## config.mk

```make
export PLATFORM = sky130hd
export DESIGN_NAME = fifo_tmr_param
export DESIGN_NICKNAME = d
export VERILOG_FILES = /design/src/rtl/fifo_pkg.sv /design/src/rtl/tmr_reg.sv /design/src/rtl/fifo_tmr_param.sv
export SDC_FILE = /design/constraint.sdc
export NUM_CORES = 1
export LEC_CHECK = 0
export CAP_MARGIN = 10
export CORE_MARGIN = 2
export CORE_UTILIZATION = 47
export CTS_CLUSTER_DIAMETER = 200
export DETAILED_ROUTE_END_ITERATION = 12
export HOLD_SLACK_MARGIN = 0.12
export MAX_ROUTING_LAYER = met4
export SLEW_MARGIN = 20
export SYNTH_ARGS = -nofsm -noshare
export SYNTH_HDL_FRONTEND = slang
export SYNTH_HIERARCHICAL = 1
export SYNTH_SLANG_ARGS = --single-unit
```

## constraint.sdc

```tcl
create_clock -name clk -period 4.45 [get_ports clk]
set_input_delay 1.1125 -clock clk [delete_from_list [all_inputs] [get_ports clk]]
set_output_delay 1.1125 -clock clk [all_outputs]
set_load 0.01 [all_outputs]
```

## src/rtl/fifo_pkg.sv

```systemverilog
// fifo_pkg: shared types, defaults and voting helpers for the TMR FIFO
package fifo_pkg;
    localparam int DEF_DATA_W = 8;
    localparam int DEF_DEPTH = 16;
    localparam int DEF_NEARFULL_LVL = (DEF_DEPTH * 3) / 4;
    localparam int DEF_NEAREMPTY_LVL = DEF_DEPTH / 4;
    typedef struct packed {
        logic empty;
        logic full;
        logic nearfull;
        logic nearempty;
    } status_t;
    typedef struct packed {
        logic over;
        logic under;
    } sticky_t;
    localparam status_t STATUS_INIT = '{empty: 1'b1, full: 1'b0, nearfull: 1'b0, nearempty: 1'b1};
    function automatic int clog2(input int v);
        int r = 0;
        while ((1 << r) < v) r++;
        return r;
    endfunction
    function automatic logic [31:0] maj3(input logic [31:0] a, input logic [31:0] b, input logic [31:0] c);
        return (a & b) | (a & c) | (b & c);
    endfunction
endpackage

```

## src/rtl/tmr_reg.sv

```systemverilog
// tmr_reg: triplicated register with bitwise vote, scrubbing and mismatch flag
module tmr_reg
    import fifo_pkg::*;
#(
    parameter int W = 1,
    parameter bit TMR_EN = 1'b1,
    parameter logic [W-1:0] INIT = '0
) (
    input  logic         clk,
    input  logic         rst,
    input  logic [W-1:0] d,
    output logic [W-1:0] q,
    output logic         mismatch
);
    logic [W-1:0] r0, r1, r2;
    // every copy takes the voted next value, so a single upset lives one cycle
    always_ff @(posedge clk) begin
        if (!rst) begin
            r0 <= INIT;
            r1 <= INIT;
            r2 <= INIT;
        end else begin
            r0 <= d;
            r1 <= d;
            r2 <= d;
        end
    end
    assign q = TMR_EN ? W'(maj3(32'(r0), 32'(r1), 32'(r2))) : r0;
    assign mismatch = TMR_EN && (r0 != r1 || r1 != r2);
endmodule

```

## src/rtl/fifo_tmr_param.sv

```systemverilog
// fifo_tmr_param: parametrised synchronous FIFO with optional TMR control state
module fifo_tmr_param
    import fifo_pkg::*;
#(
    parameter int DATA_W = DEF_DATA_W,
    parameter int DEPTH = DEF_DEPTH,
    parameter bit TMR_EN = 1'b1,
    parameter bit OVERWRITE = 1'b0,
    parameter int NEARFULL_LVL = (DEPTH * 3) / 4,
    parameter int NEAREMPTY_LVL = DEPTH / 4
) (
    input  logic                         clk,
    input  logic                         rst,
    input  logic [DATA_W-1:0]            data_i,
    input  logic                         n_we_i,
    input  logic                         n_re_i,
    input  logic                         n_clr_i,
    output logic [DATA_W-1:0]            data_o,
    output logic                         p_rvalid_o,
    output logic [clog2(DEPTH+1)-1:0]    bytes_in_fifo_o,
    output logic                         p_empty_o,
    output logic                         p_full_o,
    output logic                         p_nearfull_o,
    output logic                         p_nearempty_o,
    output logic                         p_over_o,
    output logic                         p_under_o,
    output logic                         p_seu_o
);
    localparam int CNT_W = clog2(DEPTH + 1);
    localparam int PTR_W = clog2(DEPTH);
    localparam logic [CNT_W-1:0] FULL_C = CNT_W'(DEPTH);
    localparam logic [CNT_W-1:0] NF_C = CNT_W'(NEARFULL_LVL);
    localparam logic [CNT_W-1:0] NE_C = CNT_W'(NEAREMPTY_LVL);
    localparam logic [PTR_W-1:0] LAST_P = PTR_W'(DEPTH - 1);
    logic [DATA_W-1:0] mem [DEPTH];
    logic [PTR_W-1:0] wr_ptr, rd_ptr, wr_nxt, rd_nxt;
    logic [CNT_W-1:0] cnt, cnt_nxt;
    status_t st, st_nxt;
    sticky_t sk, sk_nxt;
    logic [4:0] mis;
    logic clr, full_now, rd_ok, wr_ok, drop;
    always_comb begin
        clr = !n_clr_i;
        full_now = cnt == FULL_C;
        rd_ok = !n_re_i && cnt != '0;
        // a write that meets a full FIFO with no read to make room
        drop = !n_we_i && full_now && !rd_ok;
        wr_ok = !n_we_i && (!drop || OVERWRITE);
        wr_nxt = clr ? '0 : wr_ok ? (wr_ptr == LAST_P ? '0 : wr_ptr + 1'b1) : wr_ptr;
        rd_nxt = clr ? '0 : (rd_ok || (drop && OVERWRITE)) ? (rd_ptr == LAST_P ? '0 : rd_ptr + 1'b1) : rd_ptr;
        cnt_nxt = clr ? '0 : (wr_ok && !rd_ok && !full_now) ? cnt + 1'b1 : (rd_ok && !wr_ok) ? cnt - 1'b1 : cnt;
        st_nxt = clr ? STATUS_INIT : status_t'{empty: cnt_nxt == '0, full: cnt_nxt == FULL_C,
                                               nearfull: cnt_nxt >= NF_C, nearempty: cnt_nxt <= NE_C};
        sk_nxt = clr ? '0 : sticky_t'{over: sk.over | drop, under: sk.under | (!n_re_i && cnt == '0)};
    end
    tmr_reg #(.W(PTR_W), .TMR_EN(TMR_EN)) u_wr (
        .clk(clk), .rst(rst), .d(wr_nxt), .q(wr_ptr), .mismatch(mis[0])
    );
    tmr_reg #(.W(PTR_W), .TMR_EN(TMR_EN)) u_rd (
        .clk(clk), .rst(rst), .d(rd_nxt), .q(rd_ptr), .mismatch(mis[1])
    );
    tmr_reg #(.W(CNT_W), .TMR_EN(TMR_EN)) u_cnt (
        .clk(clk), .rst(rst), .d(cnt_nxt), .q(cnt), .mismatch(mis[2])
    );
    tmr_reg #(.W($bits(status_t)), .TMR_EN(TMR_EN), .INIT(STATUS_INIT)) u_st (
        .clk(clk), .rst(rst), .d(st_nxt), .q(st), .mismatch(mis[3])
    );
    tmr_reg #(.W($bits(sticky_t)), .TMR_EN(TMR_EN)) u_sk (
        .clk(clk), .rst(rst), .d(sk_nxt), .q(sk), .mismatch(mis[4])
    );
    always_ff @(posedge clk) begin
        if (!rst || clr) begin
            data_o <= '0;
            p_rvalid_o <= 1'b0;
        end else begin
            p_rvalid_o <= rd_ok;
            if (rd_ok) data_o <= mem[rd_ptr];
        end
    end
    always_ff @(posedge clk) begin
        if (rst && !clr && wr_ok) mem[wr_ptr] <= data_i;
    end
    always_ff @(posedge clk) begin
        p_seu_o <= rst ? |mis : 1'b0;
    end
    assign bytes_in_fifo_o = cnt;
    assign p_empty_o = st.empty;
    assign p_full_o = st.full;
    assign p_nearfull_o = st.nearfull;
    assign p_nearempty_o = st.nearempty;
    assign p_over_o = sk.over;
    assign p_under_o = sk.under;
endmodule

```

==> PnR_summary.wiki, run 1 <==
{| class="wikitable"
! Metric !! Value
|-
| Result of the run || complete, no violations
|-
| Share of cells above drive strength 1 || 18.76%
|-
| Post-cts resize count || 0
|-
| Critical path arrival || 3.22 ns
|-
| Global-route wire length before repair || 21110 um
|-
| Non-Filler Instances || 613
|-
| Core area || 13300 sq um
|-
| Maximum ir drop on the vdd rail || 274.7 uV
|-
| Synthesis warning total || 6
|-
| Final standard cell area without fillers || 7551 sq um
|-
| Total power divided by cell area || 429.4 nW/um^2
|-
| RSZ-0062 raised after global routing || no
|-
| Total power draw || 3.243 mW
|-
| Max Cap Violations || 0
|-
| Sort of element at the start of the critical path || primary input
|-
| Horiz. Die Dim || 121.1 um
|-
| Max-slew violation count || 0
|-
| Worst Max-Slew Pin Slew || 0.7845 ns
|-
| Initial standard-cell utilization of the core || 48.48%
|-
| Antenna viol nets, final || 0
|-
| Count of pins on the block boundary || 34
|-
| Via count of the first global-routing pass || 3559
|-
| Finished Core Util || 56.79%
|-
| Fmax achieved || 316.2 MHz
|-
| Predominant post-synthesis flop cell || sky130_fd_sc_hd__edfxtp_1
|-
| Fraction of synthesis flops using an asynchronous set or reset pin || 0%
|-
| CTS sink cnt || 157
|-
| Number of distinct library cells after synthesis || 50
|-
| Commonest non-fill, non-tap cells in the layout || sky130_fd_sc_hd__edfxtp_1 (128), sky130_fd_sc_hd__clkdlybuf4s50_1 (33), sky130_fd_sc_hd__mux4_2 (32), sky130_fd_sc_hd__dfxtp_1 (28), sky130_fd_sc_hd__nand2_1 (22)
|-
| Post-Route M1 WL || 6002 um
|-
| Relative area change from synthesis to final layout || 17.14%
|-
| Max clock buf depth || 2
|-
| Leading cell type in the layout, fill and taps excluded || sky130_fd_sc_hd__edfxtp_1
|-
| Syn Inst Count || 390
|-
| Post-Route Setup TNS || 0 ns
|-
| Number of buffers inserted by hold repair at cts || 0
|-
| Critical path cell sequence || clkdlybuf4s50_1 -> o21ba_2 -> and3_1 -> nand2_1 -> nor2_1
|-
| Vias/cell || 5.657
|-
| Iteration-0 DRC Markers || 270
|-
| Total number of nets in the final design || 444
|-
| Post-synthesis sequential element count || 157
|-
| Post-CTS clock slew at the launch and capture registers of the worst setup and hold paths || 0.06 ns
|-
| Overall die area || 14670 sq um
|-
| Aggregate routed wire length || 13580 um
|-
| GPL Wtd Cong || 0.7906
|-
| Source-to-sink clock delay at the later pin of the worst-skew pair || 0.43 ns
|-
| DR WL/cell || 22.15 um
|-
| Number of buffers added for setup after CTS || 0
|-
| GRT Resource Usage Total || 21.02%
|-
| Number of remaining DRC errors || 0
|-
| EDFF count, synth || 128
|-
| Worst Path Required || 4.51 ns
|-
| Number of antenna diodes || 0
|-
| Crit-path max cell delay || 0.63 ns
|-
| Minimum period implied by the final worst setup slack || 3.163 ns
|-
| Critical path class || in2reg
|-
| Die span in y || 121.1 um
|-
| Uppermost signal routing layer after detailed routing || met4
|-
| Post-Place Cells || 581
|-
| Initial DRT Pass Iterations || 4
|-
| Ratio of final minimum period to clock period || 71.08%
|-
| # port buffers || 33
|-
| Number of setup violations in the final report || 0
|-
| Wire length on met2 || 6837 um
|-
| Remaining global-route overflow || 0
|-
| Path category of the worst min-delay check || reg2reg
|-
| Synth Cell Area || 6446 sq um
|-
| CP max FO || 11
|-
| Initial antenna violation count || 0
|-
| Final Hold Vio Count || 0
|-
| Net count after synthesis || 410
|-
| Total number of H-tree levels || 4
|-
| Relative slew slack || 47.59%
|-
| Leakage Power || 2.468 nW
|-
| Clock tree from TritonCTS || yes
|-
| Cell chosen for the clock root || sky130_fd_sc_hd__clkbuf_16
|-
| Avg Cell Area, Syn || 16.53 sq um
|-
| Row count || 42
|-
| TritonCTS Buffers || 17
|-
| Maximum number of pins on one net before global-route repair || 27
|-
| Detail Route met3 WL || 577 um
|-
| Via count || 3468
|-
| Crit-path slowest cell || sky130_fd_sc_hd__clkdlybuf4s50_1
|-
| Share of the yosys chip area belonging to registers || 68.63%
|-
| DP Area || 6920 sq um
|-
| Detailed Place HPWL || 8715 um
|-
| Setup crit end kind || flip-flop
|-
| Setup Skew || 0.009406 ns
|}
[sequential cells by signal, summed over array words and instances, names as in the netlist]
signal      count
data_o          8
u_st/r2         4
u_cnt/r2        5
u_wr/r2         4
u_sk/r2         2
u_rd/r2         4
p_seu_o         1
p_rvalid_o      1
mem           128
[cell usage after synthesis, types with 2 or more instances]
master                     instances  share of area (%)
sky130_fd_sc_hd__a21boi_0          2               0.23
sky130_fd_sc_hd__a21o_1            2               0.23
sky130_fd_sc_hd__a22o_1            8                1.1
sky130_fd_sc_hd__dfxtp_1          29                9.0
sky130_fd_sc_hd__mux2i_1           5               0.78
sky130_fd_sc_hd__o21ai_0           2               0.16
sky130_fd_sc_hd__conb_1            5               0.29
sky130_fd_sc_hd__clkbuf_1         10               0.58
sky130_fd_sc_hd__o21a_1            3               0.35
sky130_fd_sc_hd__nand2b_1          6               0.58
sky130_fd_sc_hd__a21oi_1           3               0.23
sky130_fd_sc_hd__and2_1           20                1.9
sky130_fd_sc_hd__nor2_1           16               0.93
sky130_fd_sc_hd__buf_2             5               0.39
sky130_fd_sc_hd__edfxtp_1        128                 60
sky130_fd_sc_hd__ha_1              7                1.4
sky130_fd_sc_hd__mux4_2           32                 11
sky130_fd_sc_hd__nand3_1           3               0.23
sky130_fd_sc_hd__buf_1             4               0.23
sky130_fd_sc_hd__nor3_1            9               0.70
sky130_fd_sc_hd__buf_6             2               0.35
sky130_fd_sc_hd__and3_1            2               0.19
sky130_fd_sc_hd__inv_1             5               0.29
sky130_fd_sc_hd__buf_4             5               0.58
sky130_fd_sc_hd__a22oi_1          17                2.0
sky130_fd_sc_hd__a31oi_1           3               0.29
sky130_fd_sc_hd__nor2b_1          10               0.97
sky130_fd_sc_hd__nand2_1          22                1.3
sky130_fd_sc_hd__a211oi_1          3               0.35
sky130_fd_sc_hd__xnor2_1           2               0.27
[final timing paths]
| path | from | to | slack (ns) | depth (start not counted) |
|---|---|---|---|---|
| setup / recovery | n_we_i | mem[7][1]$_DFFE_PP_ | 1.29 | 5 |
| hold / removal | data_o[3]$_SDFFE_PP0N_ | data_o[3]$_SDFFE_PP0N_ | 0.48 | 1 |
| setup reg to reg | u_cnt/r2[0]$_SDFF_PN0_ | mem[7][1]$_DFFE_PP_ | 1.64 | 7 |
| hold reg to reg | data_o[3]$_SDFFE_PP0N_ | data_o[3]$_SDFFE_PP0N_ | 0.48 | 1 |
[cell type report]
type / count / area (sq um)
fill: 1056 / 5744
sequential: 157 / 4425
timing repair buffer: 41 / 390.4
inverter: 5 / 18.77
tap: 176 / 220.2
clock inverter: 15 / 205.2
multi-input combinational: 202 / 1866
clock buffer: 17 / 425.4
[report_power, final]
| part | leakage [nW] | total, mW | internal (mW) | switching (mW) |
|---|---|---|---|---|
| sequential | 1.39 | 1.60 | 1.59 | 0.00624 |
| clock | 0.301 | 1.53 | 0.903 | 0.627 |
| combinational | 0.780 | 0.113 | 0.0476 | 0.0654 |
| total | 2.47 | 3.24 | 2.54 | 0.699 |
[per-layer routing]
metal	vias up	global-route usage (%)
li1	1581	-
met1	1777	27.73
met3	14	4.981
met4	0	6.323
met5	-	-
met2	96	32.79
[critical path, delay by kind of cell]
kind,cells,cell delay (ns)
buffers and inverters,1,0.63
AOI/OAI and AO/OA,1,0.44
and+or+nand+nor,3,1.02
[cells by family after synthesis]
family,Yosys count,share of synthesized area (%)
buffers and inverters,31,2.426
other,5,0.2912
adders and majority gates,7,1.359
muxes,38,12.17
AOI/OAI and AO/OA,51,6.327
xor gates and xnor gates,3,0.4077
DFF,157,68.63
and+or+nand+nor,98,8.385
[stage by stage]
stage	setup slack [ns]	hold slack, ns
floorplan	1.591	0.5113
global placement	0.9134	0.4613
detailed placement	0.8470	0.4604
CTS	1.305	0.4811
global route	1.152	0.4974
finish	1.287	0.4771
Note: power is estimated with default switching activity, not from simulation.
==> inputs of run 2 (changes only) <==
--- a/config.mk
+++ b/config.mk
@@ -12,6 +12,7 @@
 export DETAILED_ROUTE_END_ITERATION = 12
 export HOLD_SLACK_MARGIN = 0.12
 export MAX_ROUTING_LAYER = met4
+export PLACE_DENSITY = 0.67
 export SLEW_MARGIN = 20
 export SYNTH_ARGS = -nofsm -noshare
 export SYNTH_HDL_FRONTEND = slang
==> constraint.sdc (replaced) <==
create_clock -name clk -period 2.9 [get_ports clk]
set_input_delay 0.725 -clock clk [delete_from_list [all_inputs] [get_ports clk]]
set_output_delay 0.725 -clock clk [all_outputs]
set_load 0.01 [all_outputs]
==> PnR_summary.wiki, run 2 (synthesized netlist as in run 1, its figures left out) <==
{| class="wikitable"
! Metric !! Value
|-
| Source-to-sink clock delay at the later pin of the worst-skew pair || 0.42 ns (about the same)
|-
| Fill cell total of the finished layout || 1016 (-3.8%)
|-
| Worst Max-Slew Pin Slew || 0.7009 ns (-0.08360 ns)
|-
| Minimum period implied by the final worst setup slack || 2.498 ns
|-
| Largest registers || mem x128, data_o x8, u_cnt/r2 x5
|-
| Detailed Place HPWL || 8142 um (-6.6%)
|-
| Max clock buf depth || 2 (unchanged)
|-
| Commonest non-fill, non-tap cells in the layout || sky130_fd_sc_hd__edfxtp_1 (128), sky130_fd_sc_hd__clkdlybuf4s50_1 (33), sky130_fd_sc_hd__mux4_2 (32), sky130_fd_sc_hd__dfxtp_1 (28), sky130_fd_sc_hd__buf_4 (24)
|-
| Setup Skew || 0.008464 ns (-0.0009416 ns)
|-
| Worst hold slack || 0.4816 ns (+0.004516 ns)
|-
| CTS sink cnt || 157 (unchanged)
|-
| Worst hold stages || 1 (unchanged)
|-
| Overall die area || 14670 sq um (unchanged)
|-
| Total number of nets in the final design || 460 (+3.6%)
|-
| Number of antenna diodes || 0 (unchanged)
|-
| Post-Place Setup Slack || 0.1723 ns (-0.6747 ns)
|-
| Maximum ir drop on the vdd rail || 389.7 uV (+42%)
|-
| Result of the run || complete, no violations
|-
| Number of remaining DRC errors || 0 (unchanged)
|-
| Row count || 42 (unchanged)
|-
| Leakage Power || 2.545 nW (+3.1%)
|-
| Fin worst setup slack || 0.4017 ns (-0.8853 ns)
|-
| Die span in y || 121.1 um (unchanged)
|-
| Initial standard-cell utilization of the core || 48.48% (unchanged)
|-
| Max-slew violation count || 0 (unchanged)
|-
| Horiz. Die Dim || 121.1 um (unchanged)
|-
| Cell depth of the worst flop-to-flop path || 8 (+1)
|-
| Critical path arrival || 2.62 ns (-0.60 ns)
|-
| Vias/cell || 5.523 (-2.4%)
|-
| Share of cells above drive strength 1 || 20.53% (+1.8 points)
|-
| Via count of the first global-routing pass || 3698 (+3.9%)
|-
| Number of setup violations in the final report || 0 (unchanged)
|-
| Clock tree from TritonCTS || yes
|-
| CP max FO || 8 (-3)
|-
| Initial DRT Pass Iterations || 4 (unchanged)
|-
| Ratio of final minimum period to clock period || 86.15%
|-
| Via count || 3474 (+0.17%)
|-
| Initial antenna violation count || 0 (unchanged)
|-
| Relative slew slack || 53.18% (+5.6 points)
|-
| Global-route wire length before repair || 20510 um (-2.8%)
|-
| Worst Path Required || 3.03 ns (-1.48 ns)
|-
| GPL Wtd Cong || 0.8310 (+5.1%)
|-
| Post-Route Setup TNS || 0 ns (unchanged)
|-
| Post-cts resize count || 0 (unchanged)
|-
| Sort of element at the start of the critical path || flip-flop
|-
| Cell chosen for the clock root || sky130_fd_sc_hd__clkbuf_16
|-
| Antenna viol nets, final || 0 (unchanged)
|-
| Total power divided by cell area || 636.8 nW/um^2 (+48%)
|-
| Total number of H-tree levels || 4 (unchanged)
|-
| Relative area change from synthesis to final layout || 18.50%
|-
| Core area || 13300 sq um (unchanged)
|-
| Post-CTS clock slew at the launch and capture registers of the worst setup and hold paths || 0.06 ns (about the same)
|-
| Max Cap Violations || 0 (unchanged)
|-
| Aggregate routed wire length || 12670 um (-6.7%)
|-
| Iteration-0 DRC Markers || 247 (-8.5%)
|-
| RSZ-0062 raised after global routing || no
|-
| Fmax achieved || 400.3 MHz
|-
| Critical path class || reg2reg
|-
| Maximum number of pins on one net before global-route repair || 36 (+33%)
|-
| Count of pins on the block boundary || 34 (unchanged)
|-
| TritonCTS Buffers || 17 (unchanged)
|-
| GRT Resource Usage Total || 19.89% (-1.1 points)
|-
| Final Hold Vio Count || 0 (unchanged)
|-
| Number of buffers added for setup after CTS || 0 (unchanged)
|-
| Path category of the worst min-delay check || reg2reg
|-
| Max FFs per register || 128 (unchanged)
|-
| Number of buffers inserted by hold repair at cts || 0 (unchanged)
|-
| Leading cell type in the layout, fill and taps excluded || sky130_fd_sc_hd__edfxtp_1
|-
| Reg with most FFs || mem
|-
| DR WL/cell || 20.14 um (-9.0%)
|-
| # port buffers || 33 (unchanged)
|-
| Remaining global-route overflow || 0 (unchanged)
|-
| Setup crit end kind || flip-flop
|}
## run 2: changes by cell type in the layout (fill, tap and decap cells not counted), sizes merged
cell,previous run,this run
clkinv,5,4
inv,10,5
clkinvlp,2,1
buf,8,24
clkbuf,17,24
## run 2: layer usage
| layer | vias up | track usage (%) | part of all wire [%] |
|---|---|---|---|
| li1 | 1607 | - | - |
| met1 | 1750 | 25.47 | 44 |
| met2 | 104 | 31.67 | 49 |
| met3 | 13 | 4.699 | 5.8 |
| met4 | 0 | 6.395 | 1.5 |
| met5 | - | - | 0 |
## run 2: metrics by stage
step           power [mW]  utilization, %  cell area [sq um]  cells
6_report            4.864           57.45               7639    629
5_1_grt             5.003           57.45               7639    629
4_1_cts             4.895           57.45               7639    629
3_5_place_dp        2.675           52.96               7041    597
3_3_place_gp        2.670           52.96               7041    597
2_1_floorplan       2.596               -               6446    390
## run 2: critical path, cell delays in order (launching register included)
cell                      delay (ns)
sky130_fd_sc_hd__dfxtp_1        0.49
sky130_fd_sc_hd__inv_1          0.10
sky130_fd_sc_hd__ha_1           0.24
sky130_fd_sc_hd__or3b_1         0.33
sky130_fd_sc_hd__o21ba_2        0.28
sky130_fd_sc_hd__and3_1         0.24
sky130_fd_sc_hd__nand2_1        0.12
sky130_fd_sc_hd__nor3_1         0.17
sky130_fd_sc_hd__buf_4          0.22
## run 2: cell type report
type / instances / area, sq um / area share [%]
Clock buffer: 24 / 481.7 / 6.306
Clock inverter: 8 / 116.4 / 1.523
Inverter: 5 / 18.77 / 0.2457
Multi-Input combinational cell: 202 / 1866 / 24.42
Sequential cell: 157 / 4425 / 57.94
Tap cell: 176 / 220.2 / 2.883
Timing Repair Buffer: 57 / 510.5 / 6.683
## run 2: power by group
part	leakage, nW	internal (mW)	switching, mW
sequential	1.39	2.45	0.00810
clock	0.292	1.41	0.823
combinational	0.866	0.0758	0.0962
## run 2: worst paths after layout
check	start	end	slack [ns]
worst min register to register	data_o[4]$_SDFFE_PP0N_	data_o[4]$_SDFFE_PP0N_	0.48
worst max-delay path	u_cnt/r2[0]$_SDFF_PN0_	mem[3][5]$_DFFE_PP_	0.40
worst max register to register	u_cnt/r2[0]$_SDFF_PN0_	mem[3][5]$_DFFE_PP_	0.40
worst min-delay path	data_o[4]$_SDFFE_PP0N_	data_o[4]$_SDFFE_PP0N_	0.48
==> inputs of run 3 (changes only) <==
--- a/config.mk
+++ b/config.mk
@@ -13,6 +13,7 @@
 export HOLD_SLACK_MARGIN = 0.12
 export MAX_ROUTING_LAYER = met4
 export PLACE_DENSITY = 0.67
+export SKIP_CTS_REPAIR_TIMING = 1
 export SLEW_MARGIN = 20
 export SYNTH_ARGS = -nofsm -noshare
 export SYNTH_HDL_FRONTEND = slang
==> results of run 3 <==
Same layout as run 2: the final DEF is identical, and so are final timing and power.
